**config.mk**
```make
export PLATFORM = sky130hd
export DESIGN_NAME = matrix_readback
export DESIGN_NICKNAME = d
export VERILOG_FILES = /design/src/rtl/matrix_readback.sv
export SDC_FILE = /design/constraint.sdc
export NUM_CORES = 1
export LEC_CHECK = 0
export CORE_UTILIZATION = 50
export CTS_BUF_LIST = sky130_fd_sc_hd__clkbuf_8
export CTS_CLUSTER_DIAMETER = 120
export DETAILED_ROUTE_END_ITERATION = 16
export GPL_TIMING_DRIVEN = 0
export PLACE_DENSITY = 0.72
export SLEW_MARGIN = 20
export SYNTH_ARGS = -nofsm -noshare
export SYNTH_HDL_FRONTEND = slang
export SYNTH_SLANG_ARGS = --single-unit
```
**constraint.sdc**
```tcl
create_clock -name clk_100mhz -period 2.6 [get_ports clk_100mhz]
set_input_delay 0.26 -clock clk_100mhz [delete_from_list [all_inputs] [get_ports clk_100mhz]]
set_output_delay 0.26 -clock clk_100mhz [all_outputs]
set_load 0.005 [all_outputs]
```
**src/rtl/matrix_readback.sv**
```systemverilog
// matrix_readback -- host readback path of the Raspberry Pi <-> FPGA test-bench link.
// A capture rising edge freezes the 64 synchronised sense pins into a snapshot.
// The snapshot is then presented one byte at a time on RPI_DO. Each read_strobe
// falling edge advances to the next byte, and the eighth edge ends the readout.
// If the host goes quiet, a timeout aborts the readout.
//
// Ports:
//   clk_100mhz   in   system clock
//   rst_n        in   asynchronous active-low reset
//   sense_pin    in   [0:63] DUT sense pins (asynchronous)
//   capture      in   host capture request, rising edge snapshots
//   read_strobe  in   host read strobe, falling edge advances
//   RPI_DO       out  [0:7] byte to host, RPI_DO[0] = snapshot[8*byte_idx]
//   rpi_oe       out  bus-buffer drive enable toward host
//   ready        out  snapshot valid, readout in progress
//   LED          out  [0] toggles per completed readout, [1] sticky timeout
//
// state   | meaning
// IDLE    | bus released, waiting for a capture edge
// READOUT | snapshot presented, byte_idx selects the byte on RPI_DO

module matrix_readback #(
  parameter int TIMEOUT_CYCLES = 1_000_000
) (
  input  logic        clk_100mhz,
  input  logic        rst_n,
  input  logic [0:63] sense_pin,
  input  logic        capture,
  input  logic        read_strobe,
  output logic [0:7]  RPI_DO,
  output logic        rpi_oe,
  output logic        ready,
  output logic [1:0]  LED
);

  localparam logic [0:0] S_IDLE    = 1'b0;
  localparam logic [0:0] S_READOUT = 1'b1;

  localparam logic [19:0] TO_LAST = 20'(TIMEOUT_CYCLES - 1);

  logic        r_cap_s1, r_cap_s2, r_cap_d3;
  logic        r_stb_s1, r_stb_s2, r_stb_d3;
  logic [0:63] r_pin_s1, r_pin_s2;
  logic [0:0]  r_state;
  logic [0:63] r_snap;
  logic [2:0]  r_byte_idx;
  logic [19:0] r_to_cnt;
  logic [1:0]  r_led;

  logic w_cap_rise;
  logic w_stb_fall;
  logic w_to_hit;

  assign w_cap_rise = r_cap_s2 & ~r_cap_d3;
  assign w_stb_fall = ~r_stb_s2 & r_stb_d3;
  assign w_to_hit   = (r_to_cnt == TO_LAST);

  always_ff @(posedge clk_100mhz or negedge rst_n) begin
    if (!rst_n) begin
      r_cap_s1   <= 1'b0;
      r_cap_s2   <= 1'b0;
      r_cap_d3   <= 1'b0;
      r_stb_s1   <= 1'b0;
      r_stb_s2   <= 1'b0;
      r_stb_d3   <= 1'b0;
      r_pin_s1   <= '0;
      r_pin_s2   <= '0;
      r_state    <= S_IDLE;
      r_snap     <= '0;
      r_byte_idx <= 3'd0;
      r_to_cnt   <= 20'd0;
      r_led      <= 2'b00;
    end else begin
      r_cap_s1 <= capture;
      r_cap_s2 <= r_cap_s1;
      r_cap_d3 <= r_cap_s2;
      r_stb_s1 <= read_strobe;
      r_stb_s2 <= r_stb_s1;
      r_stb_d3 <= r_stb_s2;
      r_pin_s1 <= sense_pin;
      r_pin_s2 <= r_pin_s1;

      // Capture has priority over everything else: a coincident strobe edge
      // or timeout is discarded, and a capture mid-readout restarts at byte 0.
      if (w_cap_rise) begin
        r_snap     <= r_pin_s2;
        r_byte_idx <= 3'd0;
        r_to_cnt   <= 20'd0;
        r_state    <= S_READOUT;
        r_led[1]   <= 1'b0;
      end else if (r_state == S_READOUT) begin
        if (w_stb_fall) begin
          r_to_cnt <= 20'd0;
          if (r_byte_idx == 3'd7) begin
            r_state  <= S_IDLE;
            r_led[0] <= ~r_led[0];
          end else begin
            r_byte_idx <= r_byte_idx + 3'd1;
          end
        end else if (w_to_hit) begin
          r_state  <= S_IDLE;
          r_led[1] <= 1'b1;
        end else begin
          r_to_cnt <= r_to_cnt + 20'd1;
        end
      end
    end
  end

  // Outputs decode registered state only, so they move on clock edges
  // (or the asynchronous reset) and never glitch on input activity.
  always_comb begin
    RPI_DO = '0;
    rpi_oe = 1'b0;
    ready  = 1'b0;
    if (r_state == S_READOUT) begin
      RPI_DO = r_snap[{r_byte_idx, 3'b000} +: 8];
      rpi_oe = 1'b1;
      ready  = 1'b1;
    end
  end

  assign LED = r_led;

endmodule

```
==> out/results.ini <==
[power_and_ir_drop]
p_per_area_nw_per_um2 = 818
p_total_mw = 7.94
vdd_ir_drop_max_uv = 609
leakagePower_nw = 4.55

[layout]
drive_gt1_share_pct = 11.6
fill_cells = 1149
fin_cells = 956
antenna-diode-count = 0
syn2layout_area_growth_pct = 24.9
nets = 811

[detailed_routing]
met2WireLength_um = 7520
drt-initial-drc-count = 400
vias = 4923
ant_nets = 0
wl_per_cell_um = 15.8
drt-vias-per-instance = 5.15
highest_layer = met4
drc = 0
wl_met1_um = 6420
wirelength_um = 15100
first_pass_iters = 5
wl_met3_um = 753

[timing]
finalHoldViolCount = 0
max_freq_mhz = 401
rsz0062_at_grt = false
timing.setup.tns_ns = 0
setup_violations = 0
period_share_pct = 96.0
max_slew_margin_pct = 51.8
worst_clock_skew_ns = 0.0321
min_period_ns = 2.50
worst_slew_pin_slew_ns = 0.716
setup_ws_ns = 0.103
drv_slew = 0

[worst_setup_path]
critPathKind = flip-flop to output pin
crit_fanout = 10
cp.arrival_ns = 2.24
cp-start-kind = flip-flop
worstPathCellList = buf_6, buf_12, mux4_2, mux2i_1, nor2_1, dlygate4sd2_1
path_delay_family = multiplexers
r2r_cells = 6
cp-end-kind = output pin
cp.required_ns = 2.34
critPathMaxStageDelay_ns = 0.55
crit_buf_inv = 3
cp.depth = 6
slowest_stage = mux4_2

[synth]
synth_seq_cells = 224
syn_nets = 690
synth-async-reset-ratio_pct = 100
synth.area.top_cells = dfrtp_1, nand2_1, mux4_2
syn_area_um2 = 7780
synth_top_cell_by_area = dfrtp_1
ys_types = 43
syn_avg_cell_area_um2 = 12.6
ys.flop_type = dfrtp_1
yosys_warnings = 0
synth_edf_count = 0
synth_top_area_share_pct = 72.1
synth_cells = 619
ys_seq_area_share_pct = 72.1

[placed_design]
hpwl_um = 9890
numPortBuffers = 79
dp_slack_ns = -0.0783
dp.cells = 888
routabilityCongestion = 0.876

[global_routing]
grt_pass1_wl_um = 25200
antenna_found_initial = 0
grt_pass1_vias = 5157
grt_usage_pct = 20.4
overflow = 0
grt_start_max_net_pins = 110

[worst_hold_path]
hold_depth = 1
min_path_type = input pin to flip-flop

[floorplan]
core_area_um2 = 15200
row_count = 45
dieArea_um2 = 16100
start_util_pct = 51.2
io_pins = 80
die_y_um = 127
fp.dieW_um = 127

[clocking]
htreeDepth = 2
clock_latency_ns = 0.53
cts_buffer_depth = 3
clockRootBuffer = clkbuf_8
numCtsBuffers = 36
clk_pin_slew_ns = 0.07
cts.sinks = 224
cts_tree = done

[job]
maxCapViolCount = 0

[outcome]
status = finished clean

## logic make-up after synthesis
kind of cell               after synthesis  share of synthesized area (%)
buffers and inverters                   33                           1.79
DFF                                    224                           72.1
muxes                                   26                           5.92
AOI/OAI and AO/OA                       48                           4.02
adders and majority gates                3                          0.483
and+or+nand+nor                        283                           15.5
xor gates and xnor gates                 2                          0.225
## timing repair
action | CTS | global route
gates resized for setup | 16 | 3
endpoints found under the setup margin | 8 | 2
hold buffers | 1 | 0
endpoints found under the hold margin | 115 | 0
buffers inserted | 2 | 0
## worst paths after layout
kind                                           start                        to  slack, ns
setup / recovery           r_byte_idx[0]$_DFFE_PN0P_                 RPI_DO[0]       0.10
hold / removal                         sense_pin[51]    r_pin_s1[51]$_DFF_PN0_       0.16
setup reg to reg                  r_cap_s2$_DFF_PN0_     r_snap[7]$_DFFE_PN0P_       0.30
hold reg to reg                r_pin_s1[5]$_DFF_PN0_     r_pin_s2[5]$_DFF_PN0_       0.34
max in group asynchronous                      rst_n    r_pin_s1[38]$_DFF_PN0_       1.24
min in group asynchronous                      rst_n  r_to_cnt[13]$_DFFE_PN0P_       0.20
## per-stage QoR
step,cell area (µm²),utilization (%),hold WS [ns]
after global placement,8800,57.9,0.332
after global routing,9710,63.9,0.145
final,9710,63.9,0.161
after floorplan,7780,-,-0.0356
after CTS,9700,63.8,0.136
after detailed placement,8860,58.3,0.149
## cells in the final DEF, fill, tap and decap left out, drive strengths merged, types with 6 or more instances in the layout
cell and count:
dfrtp 224, nand2 213, clkdlybuf4s50 70, clkbuf 68, nor2 22, o21ai 22, mux4 16, inv 16
nand3 14, buf 12, mux2i 10, dlygate4sd2 8, nand4 6, o31ai 6
## report_power, final
group          total (mW)  leakage, nW  switching (mW)  internal, mW
Clock                3.20        0.454            1.34          1.86
Sequential           3.88         2.70           0.138          3.74
Combinational       0.863         1.39           0.422         0.441
Total                7.94         4.55            1.90          6.04
## Yosys cell counts, drive strengths merged (4+ instances only)
cell	n
a21oi	5
a31oi	5
buf	8
clkbuf	20
dfrtp	224
inv	5
mux2i	10
mux4	16
nand2	213
nand3	14
nand4	6
nor2	22
nor3	4
nor4	5
o21ai	22
o31ai	6
## final cells by class
cell class              instances  area (µm²)  area share, %
multi-input cells             362        2040           21.0
repair buffers                 84         870           8.95
clock buffers                  48         661           6.80
flip-flops and latches        224        5610           57.7
well taps                     188         235           2.42
plain buffers                  27         141           1.46
inverters                       5        18.8          0.193
clock inverters                18         143           1.47
## registers in the layout (all words and copies together), names as in the netlist
register and cells:
r_pin_s1 64, r_pin_s2 64, r_snap 64, r_to_cnt 20, r_byte_idx 3, LED 2
r_cap_d3 1, r_cap_s1 1, r_cap_s2 1, r_state 1, r_stb_d3 1, r_stb_s1 1
r_stb_s2 1
## routing by layer
layer / vias to the layer above / track usage [%]
met5: - / 0
met4: 0 / 8.40
met3: 36 / 3.71
met2: 152 / 34.0
met1: 2432 / 26.8
li1: 2303 / -
(Power assumes the default switching activity.)
